===== config.mk =====
export PLATFORM = sky130hd
export DESIGN_NAME = mem_port_arbiter_flat
export DESIGN_NICKNAME = d
export VERILOG_FILES = /design/src/rtl/mem_port_arbiter_pkg.sv /design/src/rtl/mem_port_arbiter_if.sv /design/src/rtl/mem_port_arbiter_rr_picker.sv /design/src/rtl/mem_port_arbiter.sv /design/src/flat_wrapper.sv
export SDC_FILE = /design/constraint.sdc
export NUM_CORES = 1
export LEC_CHECK = 0
export BUFFER_PORTS_ARGS = -buffer_cell sky130_fd_sc_hd__buf_2
export CORE_AREA = 2 2 359 361
export DETAILED_ROUTE_END_ITERATION = 8
export DIE_AREA = 0 0 361 363
export GPL_ROUTABILITY_DRIVEN = 0
export HOLD_SLACK_MARGIN = 0.05
export PLACE_DENSITY = 0.3
export RECOVER_POWER = 25
export SYNTH_ARGS = -nofsm -noshare
export SYNTH_HDL_FRONTEND = slang
export SYNTH_SLANG_ARGS = --single-unit

===== constraint.sdc =====
create_clock -name clk -period 16.23 [get_ports clk]
set_clock_uncertainty 0.15 [all_clocks]
set_input_delay 0.8115 -clock clk [delete_from_list [all_inputs] [get_ports clk]]
set_output_delay 0.8115 -clock clk [all_outputs]
set_load 0.1 [all_outputs]

===== src/rtl/mem_port_arbiter_pkg.sv =====
// mem_arb_pkg: shared state encoding, direction constants and sizing helper
// for the N-port memory arbiter.
package mem_arb_pkg;

    typedef enum logic [1:0] {
        IDLE = 2'd0,
        BUSY = 2'd1,
        DONE = 2'd2
    } arb_state_e;

    localparam logic RW_READ  = 1'b0;
    localparam logic RW_WRITE = 1'b1;

    // Bits needed to hold a port index; never less than one.
    function automatic int idx_w(input int n);
        int w;
        for (w = 1; (1 << w) < n; w++) begin
        end
        return w;
    endfunction

endpackage


===== src/rtl/mem_port_arbiter_if.sv =====
// mem_port_arbiter_if: requestor and memory-side bundle of the arbiter.
// slave = arbiter view, master = environment (caches + memory) view.
interface mem_port_arbiter_if #(
    parameter int NUM_PORTS = 3,
    parameter int ADDR_W    = 32,
    parameter int DATA_W    = 128
);

    logic [NUM_PORTS-1:0]        req;
    logic [NUM_PORTS-1:0]        req_rw;
    logic [NUM_PORTS*ADDR_W-1:0] req_addr;
    logic [NUM_PORTS*DATA_W-1:0] req_wdata;
    logic [NUM_PORTS-1:0]        ack;
    logic [DATA_W-1:0]           rdata;
    logic [NUM_PORTS-1:0]        err;

    logic                        mem_enable;
    logic                        mem_rw;
    logic                        mem_ack;
    logic [ADDR_W-1:0]           mem_addr;
    logic [DATA_W-1:0]           mem_data_in;
    logic [DATA_W-1:0]           mem_data_out;

    modport slave (
        input  req, req_rw, req_addr, req_wdata,
        input  mem_ack, mem_data_out,
        output ack, rdata, err,
        output mem_enable, mem_rw, mem_addr, mem_data_in
    );

    modport master (
        output req, req_rw, req_addr, req_wdata,
        output mem_ack, mem_data_out,
        input  ack, rdata, err,
        input  mem_enable, mem_rw, mem_addr, mem_data_in
    );

endinterface


===== src/rtl/mem_port_arbiter_rr_picker.sv =====
// rr_picker: combinational round-robin winner select. Scans from
// last_grant+1 upward with wrap-around; lowest distance wins.
module rr_picker
    import mem_arb_pkg::*;
#(
    parameter int NUM_PORTS = 3,
    parameter int IDX_W     = idx_w(NUM_PORTS)
) (
    input  logic [NUM_PORTS-1:0] i_req,
    input  logic [IDX_W-1:0]     i_last_grant,
    output logic                 o_valid,
    output logic [IDX_W-1:0]     o_grant
);

    // Walk farthest-to-nearest so the nearest set bit is written last.
    always_comb begin
        int w_idx;
        o_valid = 1'b0;
        o_grant = '0;
        w_idx   = 0;
        for (int k = NUM_PORTS; k >= 1; k--) begin
            w_idx = (int'(i_last_grant) + k) % NUM_PORTS;
            if (i_req[w_idx]) begin
                o_valid = 1'b1;
                o_grant = IDX_W'(w_idx);
            end
        end
    end

endmodule


===== src/rtl/mem_port_arbiter.sv =====
// mem_port_arbiter: round-robin N-port arbiter onto one memory port with
// registered memory-side outputs. Optional timeout: `define ARB_TIMEOUT_EN.
module mem_port_arbiter
    import mem_arb_pkg::*;
#(
    parameter int NUM_PORTS = 3,
    parameter int ADDR_W    = 32,
    parameter int DATA_W    = 128,
    parameter int TIMEOUT   = 255
) (
    input  logic              clk,
    input  logic              reset,
    mem_port_arbiter_if.slave bus
);

    localparam int IDX_W = idx_w(NUM_PORTS);

    // The scan needs at least two ports and the abort needs a nonzero limit.
    if (NUM_PORTS < 2 || TIMEOUT < 1) begin : g_bad_params
        $error("mem_port_arbiter: need NUM_PORTS >= 2 and TIMEOUT >= 1");
    end

    arb_state_e             r_state;
    arb_state_e             w_next;

    logic                   w_valid;
    logic [IDX_W-1:0]       w_grant;
    logic                   w_start;
    logic                   w_complete;
    logic                   w_abort;

    logic [IDX_W-1:0]       r_last_grant;
    logic                   r_mem_enable;
    logic                   r_mem_rw;
    logic [ADDR_W-1:0]      r_mem_addr;
    logic [DATA_W-1:0]      r_mem_data_in;
    logic [NUM_PORTS-1:0]   r_ack;
    logic [DATA_W-1:0]      r_rdata;

    rr_picker #(
        .NUM_PORTS (NUM_PORTS),
        .IDX_W     (IDX_W)
    ) u_picker (
        .i_req        (bus.req),
        .i_last_grant (r_last_grant),
        .o_valid      (w_valid),
        .o_grant      (w_grant)
    );

    // State register.
    always_ff @(posedge clk or posedge reset) begin
        if (reset) r_state <= IDLE;
        else       r_state <= w_next;
    end

    // Next state and per-edge strobes; mem_ack outside BUSY is ignored.
    always_comb begin
        w_next     = r_state;
        w_start    = 1'b0;
        w_complete = 1'b0;
        unique case (r_state)
            IDLE: begin
                if (w_valid) begin
                    w_next  = BUSY;
                    w_start = 1'b1;
                end
            end
            BUSY: begin
                if (bus.mem_ack) begin
                    w_next     = DONE;
                    w_complete = 1'b1;
                end else if (w_abort) begin
                    w_next = DONE;
                end
            end
            DONE:    w_next = IDLE;
            default: w_next = IDLE;
        endcase
    end

    // Latch the winner's request; close it out on ack (reads return data).
    always_ff @(posedge clk or posedge reset) begin
        if (reset) begin
            r_last_grant  <= IDX_W'(NUM_PORTS - 1);
            r_mem_enable  <= 1'b0;
            r_mem_rw      <= RW_READ;
            r_mem_addr    <= '0;
            r_mem_data_in <= '0;
            r_ack         <= '0;
            r_rdata       <= '0;
        end else begin
            r_ack <= '0;
            if (w_start) begin
                r_mem_enable  <= 1'b1;
                r_mem_rw      <= bus.req_rw[w_grant];
                r_mem_addr    <= bus.req_addr[int'(w_grant)*ADDR_W +: ADDR_W];
                r_mem_data_in <= bus.req_wdata[int'(w_grant)*DATA_W +: DATA_W];
                r_last_grant  <= w_grant;
            end
            if (w_complete) begin
                r_mem_enable        <= 1'b0;
                r_ack[r_last_grant] <= 1'b1;
                if (r_mem_rw == RW_READ) r_rdata <= bus.mem_data_out;
            end
            if (w_abort) begin
                r_mem_enable <= 1'b0;
            end
        end
    end

`ifdef ARB_TIMEOUT_EN
    localparam int CNT_W = $clog2(TIMEOUT + 1);

    logic [CNT_W-1:0]     r_cnt;
    logic [NUM_PORTS-1:0] r_err;

    // Abort on the edge the counter would reach TIMEOUT; ack has priority.
    assign w_abort = (r_state == BUSY) && !bus.mem_ack &&
                     (r_cnt == CNT_W'(TIMEOUT - 1));

    // Count BUSY cycles spent waiting for mem_ack.
    always_ff @(posedge clk or posedge reset) begin
        if (reset)                                 r_cnt <= '0;
        else if (w_start)                          r_cnt <= '0;
        else if (r_state == BUSY && !bus.mem_ack)  r_cnt <= r_cnt + 1'b1;
    end

    // One-cycle error pulse to the port whose transaction was aborted.
    always_ff @(posedge clk or posedge reset) begin
        if (reset) begin
            r_err <= '0;
        end else begin
            r_err <= '0;
            if (w_abort) r_err[r_last_grant] <= 1'b1;
        end
    end

    assign bus.err = r_err;
`else
    assign w_abort = 1'b0;
    assign bus.err = '0;
`endif

    assign bus.ack         = r_ack;
    assign bus.rdata       = r_rdata;
    assign bus.mem_enable  = r_mem_enable;
    assign bus.mem_rw      = r_mem_rw;
    assign bus.mem_addr    = r_mem_addr;
    assign bus.mem_data_in = r_mem_data_in;

endmodule


===== src/flat_wrapper.sv =====
// flat-port wrapper written by rule: the top's interface ports become plain ports
module mem_port_arbiter_flat import mem_arb_pkg::*;
#(
    parameter int NUM_PORTS = 3,
    parameter int ADDR_W    = 32,
    parameter int DATA_W    = 128,
    parameter int TIMEOUT   = 255
)
  (clk, reset, bus_req, bus_req_rw, bus_req_addr, bus_req_wdata, bus_mem_ack, bus_mem_data_out, bus_ack, bus_rdata, bus_err, bus_mem_enable, bus_mem_rw, bus_mem_addr, bus_mem_data_in);
  mem_port_arbiter_if #(.NUM_PORTS(NUM_PORTS), .ADDR_W(ADDR_W), .DATA_W(DATA_W)) bus_i ();
  input  logic clk;
  input  logic reset;
  input wire logic [$bits(bus_i.req)-1:0] bus_req;
  input wire logic [$bits(bus_i.req_rw)-1:0] bus_req_rw;
  input wire logic [$bits(bus_i.req_addr)-1:0] bus_req_addr;
  input wire logic [$bits(bus_i.req_wdata)-1:0] bus_req_wdata;
  input wire logic [$bits(bus_i.mem_ack)-1:0] bus_mem_ack;
  input wire logic [$bits(bus_i.mem_data_out)-1:0] bus_mem_data_out;
  output wire logic [$bits(bus_i.ack)-1:0] bus_ack;
  output wire logic [$bits(bus_i.rdata)-1:0] bus_rdata;
  output wire logic [$bits(bus_i.err)-1:0] bus_err;
  output wire logic [$bits(bus_i.mem_enable)-1:0] bus_mem_enable;
  output wire logic [$bits(bus_i.mem_rw)-1:0] bus_mem_rw;
  output wire logic [$bits(bus_i.mem_addr)-1:0] bus_mem_addr;
  output wire logic [$bits(bus_i.mem_data_in)-1:0] bus_mem_data_in;
  assign bus_i.req = bus_req;
  assign bus_i.req_rw = bus_req_rw;
  assign bus_i.req_addr = bus_req_addr;
  assign bus_i.req_wdata = bus_req_wdata;
  assign bus_i.mem_ack = bus_mem_ack;
  assign bus_i.mem_data_out = bus_mem_data_out;
  assign bus_ack = bus_i.ack;
  assign bus_rdata = bus_i.rdata;
  assign bus_err = bus_i.err;
  assign bus_mem_enable = bus_i.mem_enable;
  assign bus_mem_rw = bus_i.mem_rw;
  assign bus_mem_addr = bus_i.mem_addr;
  assign bus_mem_data_in = bus_i.mem_data_in;
  mem_port_arbiter #(.NUM_PORTS(NUM_PORTS), .ADDR_W(ADDR_W), .DATA_W(DATA_W), .TIMEOUT(TIMEOUT)) u_core (.clk(clk), .reset(reset), .bus(bus_i));
endmodule

==> results of run 1 <==
layer usage:
metal	share of wire	wire length (µm)	GRT usage	vias up
met5	0.0017	127	0	-
met1	0.39	30000	0.127	6695
li1	-	-	-	6225
met2	0.51	38800	0.200	627
met3	0.077	5900	0.0348	137
met4	0.025	1890	0.0320	22
per-stage QoR:
| step | setup slack [ps] | cells | hold WS (ps) | area (µm²) | util |
|---|---|---|---|---|---|
| finish | 11240 | 3795 | 269 | 22000 | 0.173 |
| global route | 10600 | 3793 | 224 | 22000 | 0.173 |
| CTS | 11250 | 3791 | 199 | 22000 | 0.173 |
| detailed placement | 11280 | 3714 | 319 | 20600 | 0.162 |
| global placement | 11360 | 3714 | 312 | 20600 | 0.162 |
| floorplan | 7070 | 1236 | 326 | 14400 | - |
Yosys cell counts (2+ instances only):
cell type / n / area [µm²]
buf_2: 43 / 215
nor2_1: 4 / 15.0
ha_1: 5 / 62.6
mux2_2: 129 / 1450
dfrtp_1: 296 / 7410
inv_1: 7 / 26.3
o21ai_0: 7 / 35.0
nor2b_1: 2 / 12.5
o211ai_1: 95 / 713
buf_4: 10 / 75.1
mux2i_1: 163 / 1630
and2_1: 4 / 25.0
nand2b_1: 2 / 12.5
a21oi_1: 2 / 10.0
nand2_1: 167 / 627
buf_6: 6 / 67.6
nand3_1: 162 / 811
buf_1: 5 / 18.8
o211ai_2: 67 / 838
clkbuf_1: 43 / 161
state kept, by name, summed over array words and instances, names as in the netlist:
register / count
u_core.r_state: 2
u_core.bus.mem_data_in: 128
u_core.bus.mem_enable: 1
u_core.bus.mem_addr: 32
u_core.bus.ack: 3
u_core.bus.mem_rw: 1
u_core.bus.rdata: 128
u_core.r_last_grant: 2
how the worst max path moves through the flow:
stage	endpoint	slack, ps	cells past startpoint
2_1_floorplan	u_core.bus.ack[0]$_DFF_PP0_	7070	1
3_3_place_gp	u_core.bus.mem_addr[0]$_DFFE_PP0P_	11360	11
3_5_place_dp	u_core.bus.mem_addr[1]$_DFFE_PP0P_	11280	11
4_1_cts	u_core.bus.mem_addr[1]$_DFFE_PP0P_	11250	11
5_1_grt	u_core.bus.mem_data_in[41]$_DFFE_PP0P_	10600	3
6_report	u_core.bus.mem_data_in[106]$_DFFE_PP0P_	11240	11
cell type report:
| type | instances | area share |
|---|---|---|
| Clock buffer | 58 | 0.0547 |
| Sequential cell | 297 | 0.338 |
| Multi-Input combinational cell | 825 | 0.292 |
| Inverter | 7 | 0.00125 |
| Timing Repair Buffer | 923 | 0.213 |
| Tap cell | 1662 | 0.0946 |
| Antenna cell | 4 | 0.000455 |
| Clock inverter | 19 | 0.00660 |
cell families (layout without fill, tap and decap cells):
logic type	after synthesis	after routing	share of synthesized area
compound gates	179	179	0.117
flops	297	297	0.517
simple gates	346	346	0.107
fa+ha+maj	5	5	0.00436
mux	292	292	0.215
other cells	1	7	0.000261
buf+inv	114	1007	0.0393
==> out/qor.txt, run 1 <==
RSZ-0062 raised after global routing: no
Crit path max-delay family: buffers and inverters
First DRT Iteration DRCs: 525
CP Capture Type: register
Setup crit start kind: register
Yosys warns: 0
CTS Sinks: 297
GRT Overall Usage: 0.112
Starting Density: 0.113
Critical R2R Capture: u_core.bus.mem_data_in[106]$_DFFE_PP0P_
Multi-input combinational cell area: 6410 µm²
Minimum clock period: 4990 ps
Worst-path clk slew: 60 ps
DR vias/cell: 3.61
Die X: 361 µm
CTS H-Tree Depth: 2
# port buffers: 909
Commonest non-fill, non-tap cell in the layout: buf_2
Post-synth EDFFs: 0
Count of different cell masters after synthesis: 35
Worst endpoint required time: 16,540 ps
CTS resizes: 0
CTS Hold Bufs: 0
Remaining DRCs: 0
Seq cells post-synth: 297
Row count: 131
Max_slew headroom: -2.49
Filler cells: 14,300
Global-route wire length before repair: 108 mm
Setup TNS: 0 ps
Most frequent cells in the layout: buf_2, dfrtp_1, nand2_1
Slowest stage delay, CP: 860 ps
Post CTS Setup Buffer Count: 0
Worst Setup Path Type: register to register
Launch point of the worst reg-to-reg path: u_core.r_last_grant[1]$_DFFE_PP1P_
Most used cell, CP: buf_4
Global route overflow: 0
Reg2Reg Setup Slack: 11,240 ps
Async S/R FF share, synth: 1.00
Measured slew at the worst slew-check pin: 5240 ps
CTS tree: yes
Mapped Cells: 1,234
Die Y: 363 µm
Failing checks: capacitance limit, slew limit
Hold Crit Start: bus_mem_ack
Die Area: 131,000 µm²
# nets final: 2,719
Initial antenna violation count: 46
Vias: 13,700
Routed wire length per instance: 20.2 µm
Mapped Avg Cell Area: 11.6 µm²
Layout area overhead: 53.1%
WHS Endpoint: u_core.r_state[0]$_DFFE_PP0P_
Vias in the first global route: 14,900
Largest net degree at the start of global routing: 162
CTS Buf Count: 43
Final WL: 76.7 mm
Drt first pass iters: 4
CP max-delay cell: buf_4
I/O pins: 913
CTS root buffer: clkbuf_16
Max-cap violation count: 1
Bufs on Longest Clock Path: 3
Core ar.: 127,000 µm²
Pins over their slew limit: 108
Hold Path Stages: 2
Tcrit/Tclk final: 0.307
Critical path origin: u_core.r_last_grant[1]$_DFFE_PP1P_
Max FO, Critical Path: 49
CP arrival: 5290 ps
Reg2Reg Depth: 11
Ys flop type: dfrtp_1
Status: complete, but fails checks
Post-route ant nets: 0
Tightest Hold Check Type: primary input to register
Maximum clock frequency: 201 MHz
HPWL Detailed: 58.1 mm
Sequential share of the synthesized area: 0.517
Reg area: 7430 µm²
Share of layout cells above drive strength 1: 0.562
CP cell instances: inv_1, ha_1, mux2i_1, o21a_2, o211ai_1, o21ai_4, buf_4, buf_4, buf_4, mux2i_1, o211ai_2
Final hold violations: 0
Clk_lat worst skew: 600 ps
Setup Viol. Count Final: 0
Netlist Area Pre-Place: 14,400 µm²
WP buf/inv: 4
Power of run 1 is left out: the tool's default activity adds up to more than one toggle a clock period on the data nets, which glitch-free logic cannot reach.
==> run 2: changes to the inputs <==
CORE_AREA = 2 2 354 356   (was 2 2 359 361)
DIE_AREA = 0 0 356 358   (was 0 0 361 363)
clock period = 4.7 ns   (was 16.23 ns; I/O delays follow)
==> run 2 against run 1 <==
  * The flow still finishes with violations (capacitance limit, slew limit)
  * Critical path depth rose by 1
  * Core utilization rose by 4.5 points
  * Setup slack got worse by 11000 ps
  * Flip-flop and latch count did not move
  * Design area rose by 22%
  * Worst hold slack got worse by 120 ps
  * First-iteration DRC count rose by 14%
  * Sequential share of layout area fell by 6.1 points
  * Final cell count rose by 12%
==> out/qor.txt, run 2 (synthesis results as in run 1) <==
Status: complete, but fails checks (unchanged)
Failing checks: capacitance limit, slew limit (unchanged)
Post CTS Setup Buffer Count: 0 (unchanged)
CTS root buffer: clkbuf_16 (unchanged)
Critical R2R Capture: u_core.bus.mem_addr[4]$_DFFE_PP0P_ (was u_core.bus.mem_data_in[106]$_DFFE_PP0P_)
Util after Layout: 0.218 (was 0.173)
Worst Setup Path Type: register to register (unchanged)
Global routing's busiest layer: met2 (unchanged)
Largest net degree at the start of global routing: 127 (was 162)
Vias: 15,400 (was 13,700)
Setup Viol. Count Final: 0 (unchanged)
Die X: 356 µm (was 361 µm)
Max_slew headroom: -0.331 (was -2.49)
Pins over their slew limit: 245 (was 108)
Reg2Reg Setup Slack: 480 ps (was 11,240 ps)
CTS tree: yes (unchanged)
Grt met1 use: 0.130 (was 0.127)
RSZ-0062 raised after global routing: no (unchanged)
Drt first pass iters: 4 (unchanged)
HPWL Detailed: 58.5 mm (was 58.1 mm)
Share of layout cells above drive strength 1: 0.450 (was 0.562)
Setup crit start kind: register (unchanged)
Measured slew at the worst slew-check pin: 2000 ps (was 5240 ps)
Minimum clock period: 4220 ps (was 4990 ps)
DR vias/cell: 3.63 (was 3.61)
CTS H-Tree Depth: 2 (unchanged)
# nets final: 3,204 (was 2,719)
Post-route ant nets: 0 (unchanged)
CP Capture Type: register (unchanged)
# port buffers: 909 (unchanged)
Max FO, Critical Path: 43 (was 49)
Most frequent cells in the layout: buf_2, dlygate4sd3_1, dfrtp_1 (was buf_2, dfrtp_1, nand2_1)
Vias in the first global route: 17,000 (was 14,900)
Final instance area: 26,900 µm² (was 22,000 µm²)
Die Area: 127,000 µm² (was 131,000 µm²)
Core ar.: 123,000 µm² (was 127,000 µm²)
Global-route wire length before repair: 110 mm (was 108 mm)
Max-cap violation count: 2 (was 1)
Maximum clock frequency: 237 MHz (was 201 MHz)
Fin Hold WS: 151 ps (was 269 ps)
Starting Density: 0.116 (was 0.113)
Layout area overhead: 87.1% (was 53.1%)
Setup TNS: 0 ps (unchanged)
Setup crit end: u_core.bus.mem_addr[4]$_DFFE_PP0P_ (was u_core.bus.mem_data_in[106]$_DFFE_PP0P_)
Met3 GRT Util: 0.0302 (was 0.0348)
Worst-path clk slew: 50 ps (was 60 ps)
Final hold violations: 0 (unchanged)
Clk_lat worst skew: 580 ps (was 600 ps)
Final WL: 77.1 mm (was 76.7 mm)
Die Y: 358 µm (was 363 µm)
Tcrit/Tclk final: 0.899 (was 0.307)
Initial antenna violation count: 17 (was 46)
Bufs on Longest Clock Path: 3 (unchanged)
Global route overflow: 0 (unchanged)
Launch point of the worst reg-to-reg path: u_core.r_last_grant[1]$_DFFE_PP1P_ (unchanged)
CTS Buf Count: 41 (was 43)
Reg2Reg Depth: 12 (was 11)
Placed instance area: 20,900 µm² (was 20,600 µm²)
First DRT Iteration DRCs: 596 (was 525)
I/O pins: 913 (unchanged)
Critical path origin: u_core.r_last_grant[1]$_DFFE_PP1P_ (unchanged)
Remaining DRCs: 0 (unchanged)
CTS resizes: 0 (unchanged)
CTS Sinks: 297 (unchanged)
Commonest non-fill, non-tap cell in the layout: buf_2 (unchanged)
CP arrival: 4540 ps (was 5290 ps)
Worst endpoint required time: 5020 ps (was 16,540 ps)
M2 GR Usage: 0.203 (was 0.200)
GRT Overall Usage: 0.115 (was 0.112)
Routed wire length per instance: 18.1 µm (was 20.2 µm)
Tightest Hold Check Type: primary input to register (unchanged)
Row count: 129 (was 131)
-- run 2: cell types whose count changed in the layout (fill, tap and decap cells not counted), sizes merged --
cell / delta
bufinv: +5
inv: +2
diode: +2
dlygate4sd3: +466
clkbuf: +39
buf: -18
clkinv: -10
clkinvlp: -1
-- run 2: routing by layer --
metal | share of wire | wire length (µm)
met5 | 0.00082 | 63
met2 | 0.50 | 38500
met3 | 0.070 | 5420
met4 | 0.038 | 2900
met1 | 0.39 | 30200
-- run 2: worst max-delay path: stages, from the launching register on --
cell,delay [ps]
dfstp_2,550
inv_1,80
ha_1,400
mux2i_1,210
o21a_2,240
o211ai_1,160
o21ai_4,160
buf_12,320
buf_4,290
mux2i_1,190
dlygate4sd3_1,580
o211ai_2,80
dlygate4sd3_1,570
-- run 2: worst min path at each step --
stage                                          endpoint  slack [ps]         from  depth (start not counted)
floorplan                 u_core.r_state[0]$_DFFE_PP0P_         190  bus_mem_ack                          1
global placement    u_core.bus.mem_addr[31]$_DFFE_PP0P_         230        reset                          2
detailed placement  u_core.bus.mem_addr[31]$_DFFE_PP0P_         250        reset                          2
CTS                  u_core.r_last_grant[1]$_DFFE_PP1P_          90   bus_req[1]                          4
global route         u_core.r_last_grant[1]$_DFFE_PP1P_         130   bus_req[1]                          4
finish               u_core.r_last_grant[1]$_DFFE_PP1P_         150   bus_req[1]                          4
-- run 2: area by class of cell --
type / count / area [µm²]
flip-flops and latches: 297 / 7430
well taps: 1637 / 2050
clock inverters: 15 / 223
diodes: 6 / 15.0
inverters: 7 / 27.5
clock buffers: 58 / 1160
multi-input cells: 825 / 6410
repair buffers: 1410 / 9560
fillers: 13700 / 96400
-- run 2: stage by stage --
| stage | cells | setup WS [ps] |
|---|---|---|
| floorplan | 1236 | 371 |
| global placement | 3710 | 1500 |
| detailed placement | 3710 | 1490 |
| CTS | 4249 | 526 |
| global route | 4253 | 322 |
| finish | 4255 | 477 |
-- run 2: what timing repair did --
item	4_1_cts	5_1_grt
setup endpoints to repair	0	0
hold buffers	466	0
hold endpoints to repair	313	0
Power of run 2 is left out for the same reason.
